==> config.mk <==
export PLATFORM = sky130hd
export DESIGN_NAME = axi_wr_target_sched
export DESIGN_NICKNAME = d
export VERILOG_FILES = /design/src/rtl/axi_wr_target_sched.sv
export SDC_FILE = /design/constraint.sdc
export NUM_CORES = 1
export LEC_CHECK = 0
export BUFFER_PORTS_ARGS = -buffer_cell sky130_fd_sc_hd__buf_2
export CAP_MARGIN = 20
export CORE_UTILIZATION = 43
export CTS_CLUSTER_DIAMETER = 120
export DETAILED_ROUTE_END_ITERATION = 8
export PLACE_DENSITY = 0.78
export SYNTH_ARGS = -nofsm -noshare
export SYNTH_HDL_FRONTEND = slang
export SYNTH_SLANG_ARGS = --single-unit
==> constraint.sdc <==
create_clock -name clk_i -period 4.5 [get_ports clk_i]
set_input_delay 0 -clock clk_i [delete_from_list [all_inputs] [get_ports clk_i]]
set_output_delay 0 -clock clk_i [all_outputs]
set_load 0.05 [all_outputs]
==> src/rtl/axi_wr_target_sched.sv <==
// Write-beat scheduler: routes one AXI write beat to the cmd FIFO, IRAM or WRAM and
// arbitrates the WRAM port with engine write-back. Optional FIFO-full timeout: WR_TIMEOUT_EN.
module axi_wr_target_sched #(
    parameter int unsigned ADDR_W      = 11,
    parameter int unsigned DATA_W      = 32,
    parameter int unsigned IRAM_AW     = 9,
    parameter int unsigned WRAM_AW     = 9,
    parameter int unsigned TIMEOUT_CYC = 255
) (
    input  logic               clk_i,
    input  logic               rst_i,
    input  logic               axi_wr_vld_i,
    input  logic [ADDR_W-1:0]  axi_wr_addr_i,
    input  logic [DATA_W-1:0]  axi_wr_data_i,
    input  logic [DATA_W-1:0]  axi_wr_strb_i,
    input  logic [1:0]         axi_wr_region_i,
    output logic               fifo_wr_done_o,
    output logic               fifo_err_o,
    output logic               iram_wr_done_o,
    output logic               wram_wr_done_o,
    output logic               fifo_push_o,
    output logic [DATA_W-1:0]  fifo_wdata_o,
    input  logic               fifo_full_i,
    output logic               iram_we_o,
    output logic [IRAM_AW-1:0] iram_addr_o,
    output logic [DATA_W-1:0]  iram_wdata_o,
    output logic [DATA_W-1:0]  iram_wmask_o,
    input  logic               iram_busy_i,
    input  logic               eng_wr_req_i,
    input  logic [WRAM_AW-1:0] eng_wr_addr_i,
    input  logic [DATA_W-1:0]  eng_wr_data_i,
    output logic               eng_wr_gnt_o,
    output logic               wram_we_o,
    output logic [WRAM_AW-1:0] wram_addr_o,
    output logic [DATA_W-1:0]  wram_wdata_o,
    output logic [DATA_W-1:0]  wram_wmask_o,
    output logic               sched_ovf_o
);

    typedef enum logic [2:0] {StIdle, StFifoWait, StIramWait, StWramWait, StDone} state_e;

    state_e              state_q;
    logic [ADDR_W-1:0]   addr_q;
    logic [DATA_W-1:0]   data_q;
    logic [DATA_W-1:0]   strb_q;
    logic                bad_q;
    logic                prefer_eng_q;
    logic                axi_gnt_q;
    logic                fifo_push_q;
    logic                iram_we_q;
    logic                wram_we_q;
    logic                eng_wr_gnt_q;
    logic                fifo_wr_done_q;
    logic                fifo_err_q;
    logic                iram_wr_done_q;
    logic                wram_wr_done_q;
    logic                sched_ovf_q;
    logic [WRAM_AW-1:0]  wram_addr_q;
    logic [DATA_W-1:0]   wram_wdata_q;
    logic [DATA_W-1:0]   wram_wmask_q;
`ifdef WR_TIMEOUT_EN
    logic [7:0]          tmo_cnt_q;
`endif

    logic                axi_wram_req;
    logic                eng_req_eff;
    logic                gnt_axi;
    logic                gnt_eng;
    logic [ADDR_W-1:0]   axi_addr_src;
    logic [DATA_W-1:0]   axi_data_src;
    logic [DATA_W-1:0]   axi_strb_src;

    // Strobes are registered, so the grant is decided one edge early: a beat accepted in IDLE
    // already competes, and an engine request being granted this cycle is not granted again.
    always_comb begin
        axi_wram_req = 1'b0;
        if (state_q == StIdle) begin
            axi_wram_req = axi_wr_vld_i && (axi_wr_region_i == 2'd2);
        end else if (state_q == StWramWait) begin
            axi_wram_req = !axi_gnt_q;
        end
        axi_addr_src = (state_q == StIdle) ? axi_wr_addr_i : addr_q;
        axi_data_src = (state_q == StIdle) ? axi_wr_data_i : data_q;
        axi_strb_src = (state_q == StIdle) ? axi_wr_strb_i : strb_q;
        eng_req_eff  = eng_wr_req_i && !eng_wr_gnt_q;
        gnt_axi      = axi_wram_req && (!eng_req_eff || !prefer_eng_q);
        gnt_eng      = eng_req_eff && !gnt_axi;
    end

    always_ff @(posedge clk_i or posedge rst_i) begin
        if (rst_i) begin
            state_q        <= StIdle;
            addr_q         <= '0;
            data_q         <= '0;
            strb_q         <= '0;
            bad_q          <= 1'b0;
            prefer_eng_q   <= 1'b0;
            axi_gnt_q      <= 1'b0;
            fifo_push_q    <= 1'b0;
            iram_we_q      <= 1'b0;
            wram_we_q      <= 1'b0;
            eng_wr_gnt_q   <= 1'b0;
            fifo_wr_done_q <= 1'b0;
            fifo_err_q     <= 1'b0;
            iram_wr_done_q <= 1'b0;
            wram_wr_done_q <= 1'b0;
            sched_ovf_q    <= 1'b0;
            wram_addr_q    <= '0;
            wram_wdata_q   <= '0;
            wram_wmask_q   <= '0;
`ifdef WR_TIMEOUT_EN
            tmo_cnt_q      <= '0;
`endif
        end else begin
            fifo_push_q    <= 1'b0;
            iram_we_q      <= 1'b0;
            wram_we_q      <= 1'b0;
            eng_wr_gnt_q   <= 1'b0;
            axi_gnt_q      <= 1'b0;
            fifo_wr_done_q <= 1'b0;
            fifo_err_q     <= 1'b0;
            iram_wr_done_q <= 1'b0;
            wram_wr_done_q <= 1'b0;

            if (axi_wr_vld_i && (state_q != StIdle)) begin
                sched_ovf_q <= 1'b1;
            end

            if (gnt_axi) begin
                wram_we_q    <= 1'b1;
                axi_gnt_q    <= 1'b1;
                prefer_eng_q <= 1'b1;
                wram_addr_q  <= axi_addr_src[WRAM_AW+1:2];
                wram_wdata_q <= axi_data_src;
                wram_wmask_q <= axi_strb_src;
            end else if (gnt_eng) begin
                wram_we_q    <= 1'b1;
                eng_wr_gnt_q <= 1'b1;
                prefer_eng_q <= 1'b0;
                wram_addr_q  <= eng_wr_addr_i;
                wram_wdata_q <= eng_wr_data_i;
                wram_wmask_q <= '1;
            end

            unique case (state_q)
                StIdle: begin
                    if (axi_wr_vld_i) begin
                        addr_q <= axi_wr_addr_i;
                        data_q <= axi_wr_data_i;
                        strb_q <= axi_wr_strb_i;
                        bad_q  <= (axi_wr_region_i == 2'd3);
                        unique case (axi_wr_region_i)
                            2'd0: begin
                                fifo_push_q <= !fifo_full_i;
                                state_q     <= StFifoWait;
`ifdef WR_TIMEOUT_EN
                                tmo_cnt_q   <= '0;
`endif
                            end
                            2'd1: begin
                                iram_we_q <= !iram_busy_i;
                                state_q   <= StIramWait;
                            end
                            2'd2: state_q <= StWramWait;
                            2'd3: state_q <= StDone;
                        endcase
                    end
                end
                StFifoWait: begin
                    if (fifo_push_q) begin
                        fifo_wr_done_q <= 1'b1;
                        state_q        <= StDone;
                    end else if (!fifo_full_i) begin
                        fifo_push_q <= 1'b1;
                    end
`ifdef WR_TIMEOUT_EN
                    else if (tmo_cnt_q == 8'(TIMEOUT_CYC - 1)) begin
                        fifo_wr_done_q <= 1'b1;
                        fifo_err_q     <= 1'b1;
                        state_q        <= StDone;
                    end else begin
                        tmo_cnt_q <= tmo_cnt_q + 8'd1;
                    end
`endif
                end
                StIramWait: begin
                    if (iram_we_q) begin
                        iram_wr_done_q <= 1'b1;
                        state_q        <= StDone;
                    end else if (!iram_busy_i) begin
                        iram_we_q <= 1'b1;
                    end
                end
                StWramWait: begin
                    if (axi_gnt_q) begin
                        wram_wr_done_q <= 1'b1;
                        state_q        <= StDone;
                    end
                end
                StDone: begin
                    // An invalid-region beat has no target cycle, so it spends an extra cycle
                    // here to issue its error completion.
                    if (bad_q) begin
                        fifo_wr_done_q <= 1'b1;
                        fifo_err_q     <= 1'b1;
                        bad_q          <= 1'b0;
                    end else begin
                        state_q <= StIdle;
                    end
                end
                default: state_q <= StIdle;
            endcase
        end
    end

    logic unused_bits;
    assign unused_bits = ^{addr_q[1:0], 8'(TIMEOUT_CYC)};

    assign fifo_wr_done_o = fifo_wr_done_q;
    assign fifo_err_o     = fifo_err_q;
    assign iram_wr_done_o = iram_wr_done_q;
    assign wram_wr_done_o = wram_wr_done_q;
    assign fifo_push_o    = fifo_push_q;
    assign fifo_wdata_o   = data_q;
    assign iram_we_o      = iram_we_q;
    assign iram_addr_o    = addr_q[IRAM_AW+1:2];
    assign iram_wdata_o   = data_q;
    assign iram_wmask_o   = strb_q;
    assign eng_wr_gnt_o   = eng_wr_gnt_q;
    assign wram_we_o      = wram_we_q;
    assign wram_addr_o    = wram_addr_q;
    assign wram_wdata_o   = wram_wdata_q;
    assign wram_wmask_o   = wram_wmask_q;
    assign sched_ovf_o    = sched_ovf_q;

endmodule
# Yosys cells after proc, flatten, opt, wreduce, memory -nomap -nowiden
# Index checks and enable logic that the tools add are counted.
totals:
  register_bits: 163
  inputBits: 124
  out_inout_bits: 187
op_classes:
  n_eq_ne: 12
  n_mux: 44
  reduce_logical: 21
op_table:
  columns: ["op", "count"]
  rows:
  - ["32-bit 2-to-1 mux", 6]
  - ["1-bit 2-to-1 mux", 24]
  - ["9-bit 2-to-1 mux", 2]
  - ["3-bit 2-to-1 mux", 5]
  - ["3-bit case mux with 5 select lines", 1]
  - ["3-bit case mux with 4 select lines", 1]
  - ["11-bit 2-to-1 mux", 1]
  - ["2-bit != test (second input constant)", 5]
  - ["1-bit case mux with 2 select lines", 4]
  - ["1-bit zero test", 7]
  - ["3-bit by 2-bit equality test with 1-bit output (second input constant)", 2]
  - ["1-bit logical AND", 5]
  - ["5-bit AND reduction", 1]
  - ["2-bit equality test (second input constant)", 2]
  - ["2-bit AND reduction", 2]
  - ["2-bit nonzero test", 2]
  - ["3-bit by 1-bit equality test with 1-bit output (second input constant)", 1]
  - ["3-bit equality test (second input constant)", 1]
  - ["3-bit zero test", 1]
  - ["3-bit nonzero test", 1]
  - ["2-bit by 1-bit equality test with 1-bit output (second input constant)", 1]
  - ["2-bit zero test", 1]
  - ["1-bit logical OR", 1]

# Longest topological paths before layout
# Gate-level depths: netlist of run 1.
logic_depth:
  ltp_word: 9
  ltp_mapped: 8

# Worst setup path before layout of run 1
# No wires, ideal clock.
synth_path:
  path_kind: "reg-to-reg"
  from: "register eng_wr_gnt_q, in the netlist eng_wr_gnt_o"
  to: "register wram_addr_q[0], in the netlist wram_addr_o[0]"
  setup_time_ns: 0.126
  arrival_time_ns: 1.767
  slack_ns: 2.607
  path_stages_with_launch: 7
  path_buffers: 2
  synth_period_minus_slack_ns: 1.893
  path_cell_list: "dfrtp_1 -> nor2b_1 -> a221o_1 -> clkbuf_1 -> clkbuf_1 -> a21oi_1 -> a221o_1"
synth_between:
  elab_chain_cells: 8
  word_cells_on_any_way: 9
  classes_between: "1 x mux; 8 x reduce/logical"
synth_rtl:
  columns: ["element", "line_no", "rtl"]
  rows:
  - ["from (decl)", "52", "logic eng_wr_gnt_q;"]
  - ["from (signal assigned)", "102", "eng_wr_gnt_q <= 1'b0;"]
  - ["from (signal assigned)", "118", "eng_wr_gnt_q <= 1'b0;"]
  - ["from (signal assigned)", "138", "eng_wr_gnt_q <= 1'b1;"]
  - ["1-bit zero test (*)", "85", "eng_req_eff = eng_wr_req_i && !eng_wr_gnt_q;"]
  - ["1-bit logical AND (*)", "85", null]
  - ["1-bit zero test", "86", "gnt_axi = axi_wram_req && (!eng_req_eff || !prefer_eng_q);"]
  - ["1-bit logical OR", "86", null]
  - ["1-bit logical AND", "86", null]
  - ["1-bit zero test", "87", "gnt_eng = eng_req_eff && !gnt_axi;"]
  - ["1-bit logical AND", "87", null]
  - ["2-bit nonzero test (no line)", null, null]
  - ["to (signal assigned)", "133", "wram_addr_q <= axi_addr_src[WRAM_AW+1:2];"]
  - ["to (signal assigned)", "140", "wram_addr_q <= eng_wr_addr_i;"]
  - ["to (decl)", "58", "logic [WRAM_AW-1:0] wram_addr_q;"]
# Every way passes the cells marked *; elsewhere a longest branch is shown, timed or not.
# A chain may end at the register's enable or synchronous reset.

# Worst setup path in the final report of run 1
layout_path:
  from: "register state_q[1]"
  to: "register wram_wdata_q[5], in the netlist wram_wdata_o[5]"
layout_between:
  elab_chain_cells: 7
  word_cells_on_any_way: 10
  classes_between: "1 x eq/ne; 4 x mux; 5 x reduce/logical"
layout_rtl:
  columns: ["element", "line_no", "rtl"]
  rows:
  - ["from (decl)", "42", "state_e state_q;"]
  - ["from (signal assigned)", "92", "state_q <= StIdle;"]
  - ["from (signal assigned)", "155", "state_q <= StFifoWait;"]
  - ["from (signal assigned)", "162", "state_q <= StIramWait;"]
  - ["3-bit by 2-bit equality test with 1-bit output", "79", "end else if (state_q == StWramWait) begin"]
  - ["1-bit 2-to-1 mux", "79", null]
  - ["1-bit 2-to-1 mux", "77", "if (state_q == StIdle) begin"]
  - ["1-bit logical AND", "86", null]
  - ["1-bit zero test", "87", null]
  - ["1-bit logical AND", "87", null]
  - ["2-bit nonzero test (no line)", null, null]
  - ["to (signal assigned)", "134", "wram_wdata_q <= axi_data_src;"]
  - ["to (signal assigned)", "141", "wram_wdata_q <= eng_wr_data_i;"]
  - ["to (decl)", "59", "logic [DATA_W-1:0] wram_wdata_q;"]
# Parallel ways exist; a longest one is shown, timed or not.

==> results.txt, run 1 <==
- Dividing the final minimum period by the clock period gives 0.656.
- Number of buffers inserted by port buffering: 308
- On the final layout, the worst clock skew is 14.1 ps.
* Final GP Congestion: around 0.82
* Slowest-stage cell, CP: nor3_4
* Run status: completed
- Of the cells placed in the final design, the portion with a size suffix greater than 1 is 0.400.
- Fill cells: 1216
- Cell area after technology mapping: 7260 um^2
- Sum of negative setup slack: 0 ps
- H-tree Lvls: 4
* Slew at the pin closest to its max-slew limit: 1070 ps
- The number of antenna diodes in the final layout is 0.
- STA classifies the critical path startpoint as a flop.
* Core outline area: 16500 um^2
- Starting Density: 0.439
* Setup crit end kind: flop
- The signal on the critical path passes through nor3_4 > buf_4 > nand2_1 > a21oi_1 > a221o_1 > dlygate4sd3_1.
* Final slew viol count: 0
- The synthesized design contains 0 enable-type register cells.
- After synthesis, the mean cell area works out to around 11 um^2.
* Sequential-to-total area share from yosys stat: 0.555
- Number of antenna violations at the first check in global routing: 0
* Total routed wirelength: 23500 um
- TritonCTS built the clock tree.
* Die extent in x: ~130 um
* Commonest cells after routing, fill and taps aside: buf_2 (308), dfrtp_1 (161), nand2_1 (151)
- The floorplan has between 40 and 50 rows.
- Entering global routing, the biggest net connects 104 pins.
- Drt first pass iters: 5
- Number of vias in the routed layout: 7005
- Total DRC errors in the routed layout: 0
* M1 WL: about 9000 um
- Synth Flop Type: dfrtp_1
* Max FO, Critical Path: 22
- Clock edge transition at the registers on the reported setup and hold paths: 60 ps
* Half-perimeter wire length of the detailed placement result: 13100 um
* WL per Instance: 18.1 um
- The first global-routing pass estimated between 30000 and 40000 um of wire.
- Data on the critical path is required at its endpoint by a little under 5000 ps.
- Count of mapped cells out of synthesis: 666
* P&R area growth vs syn: 48.4%
- Setup Viol. Count Final: 0
* Number of sinks handled by clock tree synthesis: 161
- Overflow left after global routing: 0
* Max incr delay on CP: 970 ps
- Combined global-route utilization of all metal layers: 0.275
- Measured along the y axis, the die boundary spans approximately 130 um.
* Worst endpoint data arrival time: approximately 3300 ps
- Yosys printed 0 warnings.
- The root buffer cell chosen for the clock tree is clkbuf_16.
* Share of synthesized flip-flops with an asynchronous set or reset: 1.00
* Total die area: about 17000 um^2
- After the first detailed-routing iteration, the DRC count stood at 457.
* Tightest slew margin relative to the limit: 0.285
- Across the run, the number of max-cap violations was 0.
- Routed length on met3: approximately 2000 um
- Post-Synthesis Net Count: 796
- The worst path in the final design needs a cycle of between 2000 and 3000 ps, including I/O delays and setup.
- Vias in the first global route: 7387
* FMAX: 339 MHz
* Final hold violations: 0
- At the end of the flow, the number of nets in the layout was 1197.
- The highest metal layer carrying signal wires in the routed design is met4.
* Via-per-instance ratio: 5.39
- The synthesized design contains approximately 160 register bits.
- Counting the buffers created by CTS gives 17.
- The count of nets left with antenna violations once routing finished came out at 0.
- Clock network latency to the later pin of the worst-skew pair: 410 ps
- In the detailed route, the total length drawn on met2 is 11800 um.
- The library cell used most frequently in the layout, excluding fill and tap cells, is buf_2.
* Worst hold path type: in -> reg
* Buffers from clock root to sink, at most: 2
* Number of distinct standard cells referenced by the synthesized netlist: 36
- Setup repair after global routing left no endpoint under its margin.
- Worst setup path category: reg -> reg
- Boundary Pins: 311
critical path: cells and delay by family (launching register included):
family / cells / cell delay, ps
AO/OA/AOI/OAI: 2 / 250
buffers and inverters: 2 / 940
flip-flops: 1 / 620
AND/OR/NAND/NOR: 2 / 1070
layer usage:
layer  GRT usage  up-vias
li1            -     3105
met1       0.317     3445
met2       0.476      397
met3      0.0796       58
met4       0.123        0
met5           0        -
synthesized netlist by cell type, drive strengths merged, types with 2 or more instances:
| master | count | area [um^2] |
|---|---|---|
| a21oi | 44 | 220 |
| a221o | 42 | 420 |
| a31oi | 33 | 206 |
| and2 | 2 | 12.5 |
| buf | 60 | 423 |
| clkbuf | 22 | 82.6 |
| dfrtp | 161 | 4030 |
| ha | 6 | 75.1 |
| inv | 5 | 18.8 |
| mux2 | 75 | 845 |
| mux2i | 2 | 20.0 |
| nand2 | 151 | 567 |
| nor2 | 37 | 139 |
| nor2b | 4 | 25.0 |
| nor3 | 3 | 20.0 |
| nor4 | 2 | 12.5 |
| o21ai | 2 | 10.0 |
| o31ai | 2 | 15.0 |
cells by family after synthesis:
kind of cell	Yosys count	share of synthesized area
simple gates	205	0.114
flops	161	0.555
compound gates	130	0.129
buf+inv	87	0.0722
mux	77	0.119
fa+ha+maj	6	0.0103
through the flow:
stage          std cells  cell area [um^2]  hold slack, ps   util  setup slack, ps
2_1_floorplan        666              7260            70.1      -              152
3_3_place_gp        1120              8680             158  0.525             1990
3_5_place_dp        1120              8680             158  0.525             1920
4_1_cts             1299             10700             108  0.650             1550
5_1_grt             1300             10800             160  0.652             1330
6_report            1300             10800             131  0.652             1550
state kept, by name, summed over array words and instances, names as in the netlist:
name            flops
addr_q              9
eng_wr_gnt_o        1
fifo_wr_done_o      1
axi_gnt_q           1
wram_we_o           1
fifo_push_o         1
wram_addr_o         9
state_q             3
iram_wmask_o       32
iram_wr_done_o      1
prefer_eng_q        1
fifo_err_o          1
bad_q               1
fifo_wdata_o       32
wram_wr_done_o      1
sched_ovf_o         1
iram_we_o           1
wram_wdata_o       32
wram_wmask_o       32
final timing paths:
| check | start | to | slack (ps) | depth (start not counted) |
|---|---|---|---|---|
| max | state_q[1] | wram_wdata_o[5] | 1550 | 6 |
| min reg2reg | sched_ovf_o | sched_ovf_o | 460 | 1 |
| min | axi_wr_region_i[1] | bad_q | 130 | 4 |
| max in group asynchronous | rst_i | addr_q[8] | 2970 | 4 |
| max reg2reg | state_q[1] | wram_wdata_o[5] | 1550 | 6 |
| min in group asynchronous | rst_i | iram_wmask_o[9] | 350 | 3 |
layout make-up:
type                    count  area [um^2]  share of cell area
multi-input cells         418         2730               0.254
clock buffers              20          467              0.0433
repair buffers            464         3110               0.289
well taps                 220          275              0.0256
clock inverters            12          125              0.0116
inverters                   5         23.8             0.00221
flip-flops and latches    161         4030               0.374
repair_timing:
| item | CTS | global route |
|---|---|---|
| endpoints found under the setup margin | 0 | 0 |
| setup buffers | 0 | 0 |
| gates resized for setup | 0 | 0 |
| hold buffers | 147 | 0 |
| hold endpoints to repair | 251 | 0 |
Power of run 1 is left out: the tool's default activity adds up to more than one toggle a clock period on the data nets, which glitch-free logic cannot reach.
==> inputs of run 2 (changes only) <==
- ABC_AREA: default -> 1
- CORE_UTILIZATION: 43 -> 45
- PLACE_DENSITY: 0.78 -> 0.79
- clock period: 4.5 -> 2.4 ns (I/O delays scaled with it)
==> run 2 against run 1 <==
Effect of this change:
- first-iteration DRC count is 12% higher
- utilization is 1.1 points lower
- area after synthesis is 15% higher
- final cell count is 29% higher
- maximum frequency is 42% higher
- critical path depth stayed put
- critical path type unchanged
- largest cell class unchanged
==> results.txt, run 2 <==
- Worst setup skew after layout: 11.8 ps (was 14.1 ps)
- The y dimension of the die came to 138 um (was 132 um).
- Max incr delay on CP: 720 ps (was 970 ps)
- The via count of the first global-routing pass is 8246 (was 7387).
- Dividing total power by cell area gives a power density of about 1600 nW/um^2.
* Setup Viol. Count Final: 0 (unchanged)
* Post-Synthesis Net Count: 1204 (was 796)
- Sequential-to-total area share from yosys stat: 0.484 (was 0.555)
* Clock network latency to the later pin of the worst-skew pair: 430 ps (was 410 ps)
- Complex-gate fraction of the synthesized area: 0.0912 (was 0.129)
- Clock tree root buffer cell: clkbuf_16 (unchanged)
* Number of rows in the core area: 49 (was 47)
* Count leader, synth: nand2_1 (was dfrtp_1)
- The kind of end point of the critical path is a flop (unchanged).
- Share of synthesized cell area in full adder, half adder and majority cells: 0.00903 (was 0.0103)
- The global-route wire length before repair is 40200 um (was 37700 um).
* Buffers inserted by post-CTS timing repair: 0 (unchanged)
* Setup repair after global routing missed its margin: no (unchanged)
- The final period demand of the worst path came to 2080 ps (was 2950 ps).
- Ratio of cells with drive above 1 in the final layout: 0.268 (was 0.400)
- The final max-slew violation count was 0 (unchanged).
- Number of antenna repair diodes: 0 (unchanged)
- Area share of and/or/nand/nor cells after synthesis: 0.271 (was 0.114)
- The number of placed I/O pins is 311 (unchanged).
* Synthesized area divided by synthesized cell count: 7.74 um^2 (was 10.9 um^2)
- The cell type contributing the most total cell area after synthesis was dfrtp_1 (unchanged).
- Via-per-instance ratio: 5.08 (was 5.39)
- Met3 Resource Use GR: 0.0815 (was 0.0796)
- The proportion of synthesized flip-flops having asynchronous set or reset is 1.00 (unchanged).
* Final GP Congestion: 0.785 (was 0.820)
- Met2 track utilization from global routing: 0.454 (was 0.476)
- The floorplan die area came to 19000 um^2 (was 17400 um^2).
- The startpoint-to-endpoint class of the critical path is reg -> reg (unchanged).
- The setup slack of the worst register-to-register path came to 320 ps (was 1550 ps).
- Proportion of synthesized area in mux cells: 0 (was 0.119)
- The required time at the endpoint of the critical path was 2730 ps (was 4850 ps).
- H-tree Lvls: 4 (unchanged)
- Worst endpoint data arrival time: 2410 ps (was 3300 ps)
* Yosys synthesis warning count: 0 (unchanged)
- Count of antenna-violating nets left after detailed routing: 0 (unchanged)
- Total routed wirelength: 25900 um (was 23500 um)
* Largest family of logic cells by synthesized area: simple AND/OR/NAND/NOR gates (was compound AO/OA/AOI/OAI gates)
- Run status: completed (unchanged).
* Number of DRC violations after detailed-routing iteration 0: 514 (was 457)
* Drt first pass iters: 6 (was 5)
- The total vias in the final route came to 8549 (was 7005).
- The post-synthesis to final-layout area growth is 38.8% (was 48.4%).
- Count of mapped cells out of synthesis: 1074 (was 666)
* Hold path start: eng_wr_req_i (was axi_wr_region_i[1])
- Post-synthesis xor/xnor area fraction: 0 (unchanged)
- Most common library cell in the layout ignoring fill and taps: nand2_1 (was buf_2)
* Max cap viols: 0 (unchanged)
- The count of unique library cells instantiated by Yosys was 24 (was 36).
- Combined global-route utilization of all metal layers: 0.272 (was 0.275)
* Worst hold path stage count: 4 (unchanged)
* Sum of negative setup slack: 0 ps (unchanged)
* Fill cells: 1452 (was 1216)
- Cell area after technology mapping: 8320 um^2 (was 7260 um^2)
- Worst hold path type: in -> reg (unchanged)
- Commonest cells after routing, fill and taps aside: nand2_1 (313), buf_2 (308), dfrtp_1 (161) (was buf_2 (308), dfrtp_1 (161), nand2_1 (151)).
* FMAX: 481 MHz (was 339 MHz)
- WL per Instance: 15.4 um (was 18.1 um)
- The placeable core area is 18000 um^2 (was 16500 um^2).
* Terminus of the critical flop-to-flop path: iram_wmask_o[22] (was wram_wdata_o[5])
- The initial antenna violation count is 0 (unchanged).
* Clock tree from TritonCTS: yes (unchanged)
- Worst reg-to-reg path cell count: 6 (unchanged)
- Tightest slew margin relative to the limit: 0.331 (was 0.285)
- The slew at the pin closest to its max-slew limit was 1000 ps (was 1070 ps).
* Busiest grt layer: met2 (unchanged)
* List of most frequent post-synthesis cells: nand2_1 (314), dfrtp_1 (161), inv_1 (142) (was dfrtp_1 (161), nand2_1 (151), mux2_2 (75))
- Cell-by-cell listing of the critical path: nor2_8 > nand2_4 > nor2_4 > inv_2 > nand2_1 > o21ai_1 (was nor3_4 > buf_4 > nand2_1 > a21oi_1 > a221o_1 > dlygate4sd3_1)
- Kind of start point of the critical path: flop (unchanged)
- The design area came to 11500 um^2 (was 10800 um^2).
* Slowest-stage cell, CP: inv_2 (was nor3_4)
* Max FO, Critical Path: 64 (was 22)
- Peak supply drop: about 1400 uV
- Startpoint of the worst-slack reg-to-reg timing path: state_q[1] (unchanged)
* Top cells by area, synth: dfrtp_1 (48%), nand2_1 (14%), nand3_1 (7.8%) (was dfrtp_1 (56%), mux2_2 (12%), nand2_1 (7.8%))
- Half-perimeter wire length of the detailed placement result: 15600 um (was 13100 um)
- Overflow left after global routing: 0 (unchanged)
* EDFF count, synth: 0 (unchanged)
- Buffers from clock root to sink, at most: 2 (unchanged)
* Hold worst-path end: axi_gnt_q (was bad_q)
- Starting Density: 0.461 (was 0.439)
- The most used flip-flop cell after synthesis is dfrtp_1 (unchanged).
- The CTS buffer count is 17 (unchanged).
- Share of the synthesized area in the top cell type: 0.484 (was 0.555)
* Portion of the clock cycle consumed by the worst path in the final layout: 0.866 (was 0.656)
* Number of sinks handled by clock tree synthesis: 161 (unchanged)
* Final hold violations: 0 (unchanged)
- Summed over all cells, the static leakage comes to 0.00615 uW.
* Net count reported at finish: 1570 (was 1197)
* Placement Cell Area: 9790 um^2 (was 8680 um^2)
- The maximum number of pins on one net before global-route repair came to 86 (was 104).
- The total of flip-flops plus latches after synthesis is 161 (unchanged).
* Met1 Resource Use GR: 0.315 (was 0.317)
* Die extent in x: 138 um (was 132 um)
- Number of buffers inserted by port buffering: 308 (unchanged)
- The total DRC errors in the routed layout came to 0 (unchanged).
* Clock edge transition at the registers on the reported setup and hold paths: 70 ps (was 60 ps)
* Util after Layout: 0.641 (was 0.652)
run 2: per-stage QoR:
step | total power (uW) | setup slack [ps] | cells | hold slack [ps]
3_5_place_dp | 15900 | 354 | 1530 | 144
4_1_cts | 18700 | 345 | 1682 | 7.27
2_1_floorplan | 13600 | 357 | 1074 | 63.1
6_report | 18800 | 322 | 1682 | 26.5
3_3_place_gp | 15700 | 404 | 1530 | 131
5_1_grt | 19900 | 162 | 1682 | 44.4
run 2: critical path, delay by kind of cell, from the launching register on:
family | cells | cell delay [ps]
AOI/OAI and AO/OA | 1 | 140
buffers and inverters | 1 | 720
and+or+nand+nor | 4 | 560
DFF | 1 | 540
run 2: metal layers:
metal  wire length [um]  vias to the layer above
met3               2430                       77
met2              12700                      499
met1              10000                     3910
met5                  0                        -
met4                772                        0
li1                   -                     4063
run 2: how the worst max path moves through the flow:
stage	startpoint	endpoint	slack, ps	cells after the start
3_5_place_dp	state_q[1]	iram_wmask_o[31]	350	5
4_1_cts	state_q[1]	iram_wmask_o[31]	340	5
3_3_place_gp	state_q[1]	iram_wmask_o[30]	400	5
5_1_grt	state_q[1]	iram_wmask_o[16]	160	5
6_report	state_q[1]	iram_wmask_o[22]	320	6
2_1_floorplan	rst_i	addr_q[10]	360	1
run 2: cell families after synthesis:
kind of cell / count (synthesis)
buffers and inverters: 261
DFF: 161
AOI/OAI and AO/OA: 148
adders and majority gates: 6
and+or+nand+nor: 498
run 2: area by class of cell:
| cell class | count | area, um^2 | share of cell area |
|---|---|---|---|
| clock buffer | 18 | 439 | 0.0380 |
| clock inverter | 14 | 121 | 0.0105 |
| inverter | 163 | 616 | 0.0533 |
| multi-input combinational | 652 | 3110 | 0.269 |
| tap | 229 | 287 | 0.0248 |
| sequential | 161 | 4030 | 0.349 |
| timing repair buffer | 445 | 2950 | 0.255 |
run 2: where the power goes:
part	total [uW]	internal, uW	switching, uW
clock network	2610	1390	1220
registers	4810	3960	844
logic	11300	2530	8810
total	18800	7880	10900
run 2: what timing repair did:
item                                   4_1_cts  5_1_grt
endpoints found under the hold margin      165        0
hold buffers                               120        0
resized for setup                            0        0
Note: power is estimated with default switching activity, not from simulation.
